===== src/rtl/move_queue.sv =====
// move_queue: unpacks packed solver move chunks into a FIFO and
// dispatches them one at a time to move_to_step with start/done.
module move_queue #(
    parameter int CHUNK_MOVES = 50,
    parameter int DEPTH       = 128
) (
    input  logic                     clock,
    input  logic                     reset,
    input  logic [4*CHUNK_MOVES-1:0] moves_in,
    input  logic                     moves_valid,
    output logic                     load_ready,
    input  logic                     run,
    output logic [3:0]               next_move,
    output logic                     move_start,
    input  logic                     move_done,
    output logic [7:0]               num_moves,
    output logic [7:0]               curr_step,
    output logic                     seq_done,
    output logic                     overflow
);

    localparam int CW     = 4 * CHUNK_MOVES;
    localparam int PTR_W  = $clog2(DEPTH);
    localparam int CNT_W  = PTR_W + 1;
    localparam int SLOT_W = $clog2(CHUNK_MOVES);

    localparam logic [SLOT_W-1:0] SLOT_LAST = SLOT_W'(CHUNK_MOVES - 1);
    localparam logic [CNT_W-1:0]  FIFO_CAP  = CNT_W'(DEPTH);

    localparam logic [0:0] L_IDLE   = 1'b0;
    localparam logic [0:0] L_UNPACK = 1'b1;

    localparam logic [1:0] D_IDLE  = 2'd0;
    localparam logic [1:0] D_ISSUE = 2'd1;
    localparam logic [1:0] D_WAIT  = 2'd2;

    logic [0:0]        load_state;
    logic [CW-1:0]     chunk_q;
    logic [SLOT_W-1:0] slot_idx;

    logic [1:0]        disp_state;
    logic              done_q;

    logic [3:0]        mem [DEPTH];
    logic [PTR_W-1:0]  wr_ptr;
    logic [PTR_W-1:0]  rd_ptr;
    logic [CNT_W-1:0]  fifo_count;

    logic [3:0]        head_code;
    logic              code_ok;
    logic              unpacking;
    logic              fifo_full;
    logic              fifo_empty;
    logic              push;
    logic              pop;
    logic              done_rise;
    logic              all_idle;

    // The slot under examination is always the top nibble; the
    // register shifts left one slot per cycle, so slot 49 goes first.
    assign head_code  = chunk_q[CW-1 -: 4];
    assign code_ok    = (head_code >= 4'd2) && (head_code <= 4'd13);
    assign unpacking  = (load_state == L_UNPACK);
    assign fifo_full  = (fifo_count == FIFO_CAP);
    assign fifo_empty = (fifo_count == '0);
    assign push       = unpacking && code_ok && !fifo_full;
    assign pop        = (disp_state == D_IDLE) && run && !fifo_empty;
    assign done_rise  = move_done && !done_q;

    assign load_ready = (load_state == L_IDLE);
    assign move_start = (disp_state == D_ISSUE);

    assign all_idle = run && fifo_empty && (load_state == L_IDLE)
                      && (disp_state == D_IDLE)
                      && (curr_step == num_moves);

    always_ff @(posedge clock) begin
        if (reset) begin
            load_state <= L_IDLE;
            chunk_q    <= '0;
            slot_idx   <= '0;
        end else if (load_state == L_IDLE) begin
            if (moves_valid) begin
                chunk_q    <= moves_in;
                slot_idx   <= SLOT_LAST;
                load_state <= L_UNPACK;
            end
        end else begin
            chunk_q  <= chunk_q << 4;
            slot_idx <= slot_idx - SLOT_W'(1);
            if (slot_idx == '0) begin
                load_state <= L_IDLE;
            end
        end
    end

    always_ff @(posedge clock) begin
        if (push) begin
            mem[wr_ptr] <= head_code;
        end
    end

    always_ff @(posedge clock) begin
        if (reset) begin
            wr_ptr     <= '0;
            rd_ptr     <= '0;
            fifo_count <= '0;
        end else begin
            if (push) begin
                wr_ptr <= wr_ptr + PTR_W'(1);
            end
            if (pop) begin
                rd_ptr <= rd_ptr + PTR_W'(1);
            end
            case ({push, pop})
                2'b10:   fifo_count <= fifo_count + CNT_W'(1);
                2'b01:   fifo_count <= fifo_count - CNT_W'(1);
                default: fifo_count <= fifo_count;
            endcase
        end
    end

    always_ff @(posedge clock) begin
        if (reset) begin
            disp_state <= D_IDLE;
            next_move  <= 4'd0;
            curr_step  <= 8'd0;
            done_q     <= 1'b0;
        end else begin
            done_q <= move_done;
            case (disp_state)
                D_IDLE: begin
                    if (pop) begin
                        next_move  <= mem[rd_ptr];
                        disp_state <= D_ISSUE;
                    end
                end
                D_ISSUE: begin
                    disp_state <= D_WAIT;
                end
                D_WAIT: begin
                    if (done_rise) begin
                        disp_state <= D_IDLE;
                        if (curr_step != 8'hFF) begin
                            curr_step <= curr_step + 8'd1;
                        end
                    end
                end
                default: begin
                    disp_state <= D_IDLE;
                end
            endcase
        end
    end

    always_ff @(posedge clock) begin
        if (reset) begin
            num_moves <= 8'd0;
            overflow  <= 1'b0;
            seq_done  <= 1'b0;
        end else begin
            if (push && (num_moves != 8'hFF)) begin
                num_moves <= num_moves + 8'd1;
            end
            if (unpacking && code_ok && fifo_full) begin
                overflow <= 1'b1;
            end
            if (all_idle) begin
                seq_done <= 1'b1;
            end
        end
    end

endmodule


===== config.mk =====
export PLATFORM = sky130hd
export DESIGN_NAME = move_queue
export DESIGN_NICKNAME = d
export VERILOG_FILES = /design/src/rtl/move_queue.sv
export SDC_FILE = /design/constraint.sdc
export NUM_CORES = 1
export LEC_CHECK = 0
export BUFFER_PORTS_ARGS = -buffer_cell sky130_fd_sc_hd__buf_2
export CORE_MARGIN = 2
export CORE_UTILIZATION = 25
export DETAILED_ROUTE_END_ITERATION = 8
export GPL_TIMING_DRIVEN = 0
export PLACE_DENSITY = 0.51
export SLEW_MARGIN = 10
export SYNTH_ARGS = -nofsm -noshare
export SYNTH_HDL_FRONTEND = slang
export SYNTH_SLANG_ARGS = --single-unit

===== constraint.sdc =====
create_clock -name clock -period 5.97 [get_ports clock]
set_clock_uncertainty 0.1 [all_clocks]
set_input_delay 0.597 -clock clock [delete_from_list [all_inputs] [get_ports clock]]
set_output_delay 0.597 -clock clock [all_outputs]
set_load 0.02 [all_outputs]

==> results by group <==
GRT
  – Gr usage total: 14.7%
  – Largest net degree at the start of global routing: 76
  – Vias in the first global route: 21100
  – Initial antenna violation count: 25
  – GR Overflow Total: 0
  – First-pass GRT wire length: 144000 um

Final layout
  – Multi-input gate area: 10800 um^2
  – P&R area growth vs syn: 19.3%
  – Most frequent cells in the layout: 581 x nor2_1, 512 x edfxtp_1, 325 x mux2i_1
  – Reg area: 20500 um^2
  – Filler Cells Inserted: 13000
  – Layout net count: 3032
  – Commonest non-fill, non-tap cell in the layout: nor2_1
  – Layout cell share with drive strength beyond 1: 18.1%

STA
  – Final Cycle Share: 76.3%
  – RSZ-0062 raised after global routing: false
  – Worst-Margin Slew: ~1.3 ns
  – Final Setup Violations: 0
  – Final hold vios: 0
  – Fin. max-slew vios: 0
  – Min cycle time layout: 4.56 ns
  – FMAX: 0.220 GHz
  – Rel. slew slack: ~15%
  – Final worst slack: approximately 1.4 ns

Route
  – Routed length per instance: 21.6 um
  – Post-route ant nets: 0
  – Residual DRC count: 0
  – Final wirelength: ~100000 um
  – Total number of vias: 21200
  – TritonRoute pass-1 iters: 5
  – Iteration-0 DRC Markers: between 1500 and 2000
  – Via-to-Cell Ratio: 4.65

Clock network
  – H-Tree Depth: 3
  – Worst-path clk slew: around 0.060 ns
  – Clock Tree Root: clkbuf_16
  – Num CTS Buffers: 84
  – Skew-Pair Late Insertion Delay: roughly 0.65 ns
  – Cts repair resizes: 0
  – CTS tree: yes
  – Clk buf depth: 3
  – Clk sinks: approximately 770
  – # Post-CTS Setup Buffers: 0
  – # hold bufs at CTS: 0

Synth
  – Top_reg_cell synth: edfxtp_1
  – Post-Synthesis Cells: 2502
  – Netlist cell types: 75
  – Post-synthesis sequential area ratio: 63.4%
  – Syn Nets: around 2700
  – #FFs+latches synth: 766
  – EDFF count, synth: slightly above 500
  – Synthesized area: 32300 um^2
  – Fraction of registers with async set/reset: 0%
  – YS warnings: 0
  – Syn_area_per_cell: 12.9 um^2

Pwr
  – Comb pwr share: 13.8%
  – Net Sw Frac: 26.1%
  – Maximum vdd drop: 0.000195 V
  – Internal: 9.70 mW
  – Leak: 13.6 nW
  – Sequential power share: between 40% and 50%
  – Clock share of power: 41.0%
  – Sw Pwr: 3.43 mW
  – Total power: about 13 mW
  – Power per cell area: 341 nW/um^2

Critical path
  – Slowest cell on the critical path: dfxtp_4
  – Reg2reg setup slack: 1.41 ns
  – FF-to-FF path depth: 16
  – Worst endpoint required time: 6.38 ns
  – R2r endpoint: fifo_count[6]
  – Top delay family on crit path: compound AO/OA/AOI/OAI gates
  – Startpoint types: register
  – Crit-path cells: buf_16 > nor3_1 > nor3_1 > and2_1 > buf_4 > inv_1 > ha_1 > buf_1 > xor2_1 > ha_1 > a21oi_1 > o21ai_0 > a2111oi_0 > o21bai_1 > xor2_1 > nor2_1
  – Kind of critical path: register to register
  – Critical Path Source: chunk_q[199]
  – Critical Path AT: 4.96 ns
  – Worst path max stage delay: between 0.8 and 0.9 ns
  – Reg-to-Reg Start: chunk_q[199]
  – Crit end category: register
  – Levels on crit path: 16
  – Critical path buffers and inverters: 4
  – CP endpoint: fifo_count[6]
  – CP Max Fanout: 74

Floorplan
  – Die Width: between 300 and 400 um
  – Die Area: 132000 um^2
  – Initial Util: 25.2%
  – I/O Pins: 229
  – Rows: 131
  – Die Span Y: 363 um
  – Core area: 128000 um^2

Placement
  – Dpl hpwl: between 60000 and 70000 um
  – Setup Slack @ Placement: 1.18 ns
  – Placer Congestion: 0.845
  – I/O Buffers: 227

Outcome
  – Status: finished, final reports clean

Min path
  – Worst hold-check path type: input port to register

Run
  – Max-Cap Viols: 0
## final cells by class
type	instances	area share (%)
Buffer	169	2.56
Clock buffer	104	5.84
Antenna cell	17	0.111
Multi-Input combinational cell	1557	28.0
Tap cell	1662	5.40
Inverter	10	0.0975
Clock inverter	48	1.51
Timing Repair Buffer	231	3.24
Sequential cell	766	53.2
## registers in the layout (all words and copies together), names as in the netlist
signal	count
chunk_q	200
disp_state	2
done_q	1
next_move	4
seq_done	1
fifo_count	8
num_moves	8
curr_step	8
overflow	1
slot_idx	6
wr_ptr	7
load_state	1
rd_ptr	7
mem	512
## cells in the mapped netlist, types with 10 or more instances
cell	count	share of area [%]
a22oi_1	17	0.40
nor2b_1	15	0.29
mux4_2	74	5.2
clkbuf_8	11	0.47
buf_4	10	0.23
nand3_1	20	0.31
edfxtp_1	512	48
nor3_1	11	0.17
buf_6	18	0.63
nor2_1	581	6.8
o21ai_0	25	0.39
buf_1	26	0.30
mux2i_1	325	10
xnor2_1	13	0.35
clkbuf_1	87	1.0
buf_2	13	0.20
o22ai_1	22	0.43
xor2_1	28	0.76
nand4_1	14	0.27
dfxtp_1	254	16
a21oi_1	227	3.5
nand2_1	53	0.62
## worst min path at each step
stage	start	endpoint	slack (ns)	depth (start not counted)
2_1_floorplan	chunk_q[192]	chunk_q[196]	0.35	2
3_3_place_gp	chunk_q[169]	chunk_q[173]	0.36	2
3_5_place_dp	chunk_q[169]	chunk_q[173]	0.37	2
4_1_cts	move_done	done_q	0.04	2
5_1_grt	move_done	done_q	0.06	2
6_report	move_done	done_q	0.09	2
## power groups by stage
stage | clock network (mW) | registers, mW | logic [mW]
detailed placement | 0 | 6.05 | 1.80
global placement | 0 | 6.10 | 1.75
global route | 5.68 | 5.96 | 1.97
floorplan | 0 | 6.04 | 1.21
finish | 5.39 | 5.94 | 1.81
CTS | 5.48 | 5.94 | 1.81
## metal layers
layer	part of all wire [%]	track usage, %	wire [um]	vias to the layer above
li1	-	-	-	9847
met1	43	19.4	42500	10600
met2	49	24.9	48300	591
met3	5.3	2.19	5250	148
met4	2.3	4.46	2290	0
met5	0	0	0	-
## per-stage QoR
stage / cells / setup TNS, ns / hold WS [ns] / cell area, um^2 / util [%]
after global routing: 4557 / 0 / 0.0590 / 38500 / 30.1
after floorplan: 2502 / 0 / 0.354 / 32300 / -
after global placement: 4391 / -186.02 / 0.363 / 35500 / 27.8
after CTS: 4547 / 0 / 0.0438 / 38400 / 30.1
final: 4564 / 0 / 0.0896 / 38500 / 30.1
after detailed placement: 4395 / 0 / 0.369 / 35600 / 27.9
## kinds of logic (layout without fill, tap and decap cells)
family / Yosys count / count (layout) / synth area share [%]
flops: 766 / 766 / 63.4
fa+ha+maj: 8 / 8 / 0.310
compound gates: 354 / 354 / 6.53
other cells: 0 / 17 / 0
buf+inv: 179 / 562 / 3.16
xor+xnor: 41 / 41 / 1.11
mux: 411 / 411 / 16.0
simple gates: 743 / 743 / 9.51
Power figures use the tool's default switching activity.
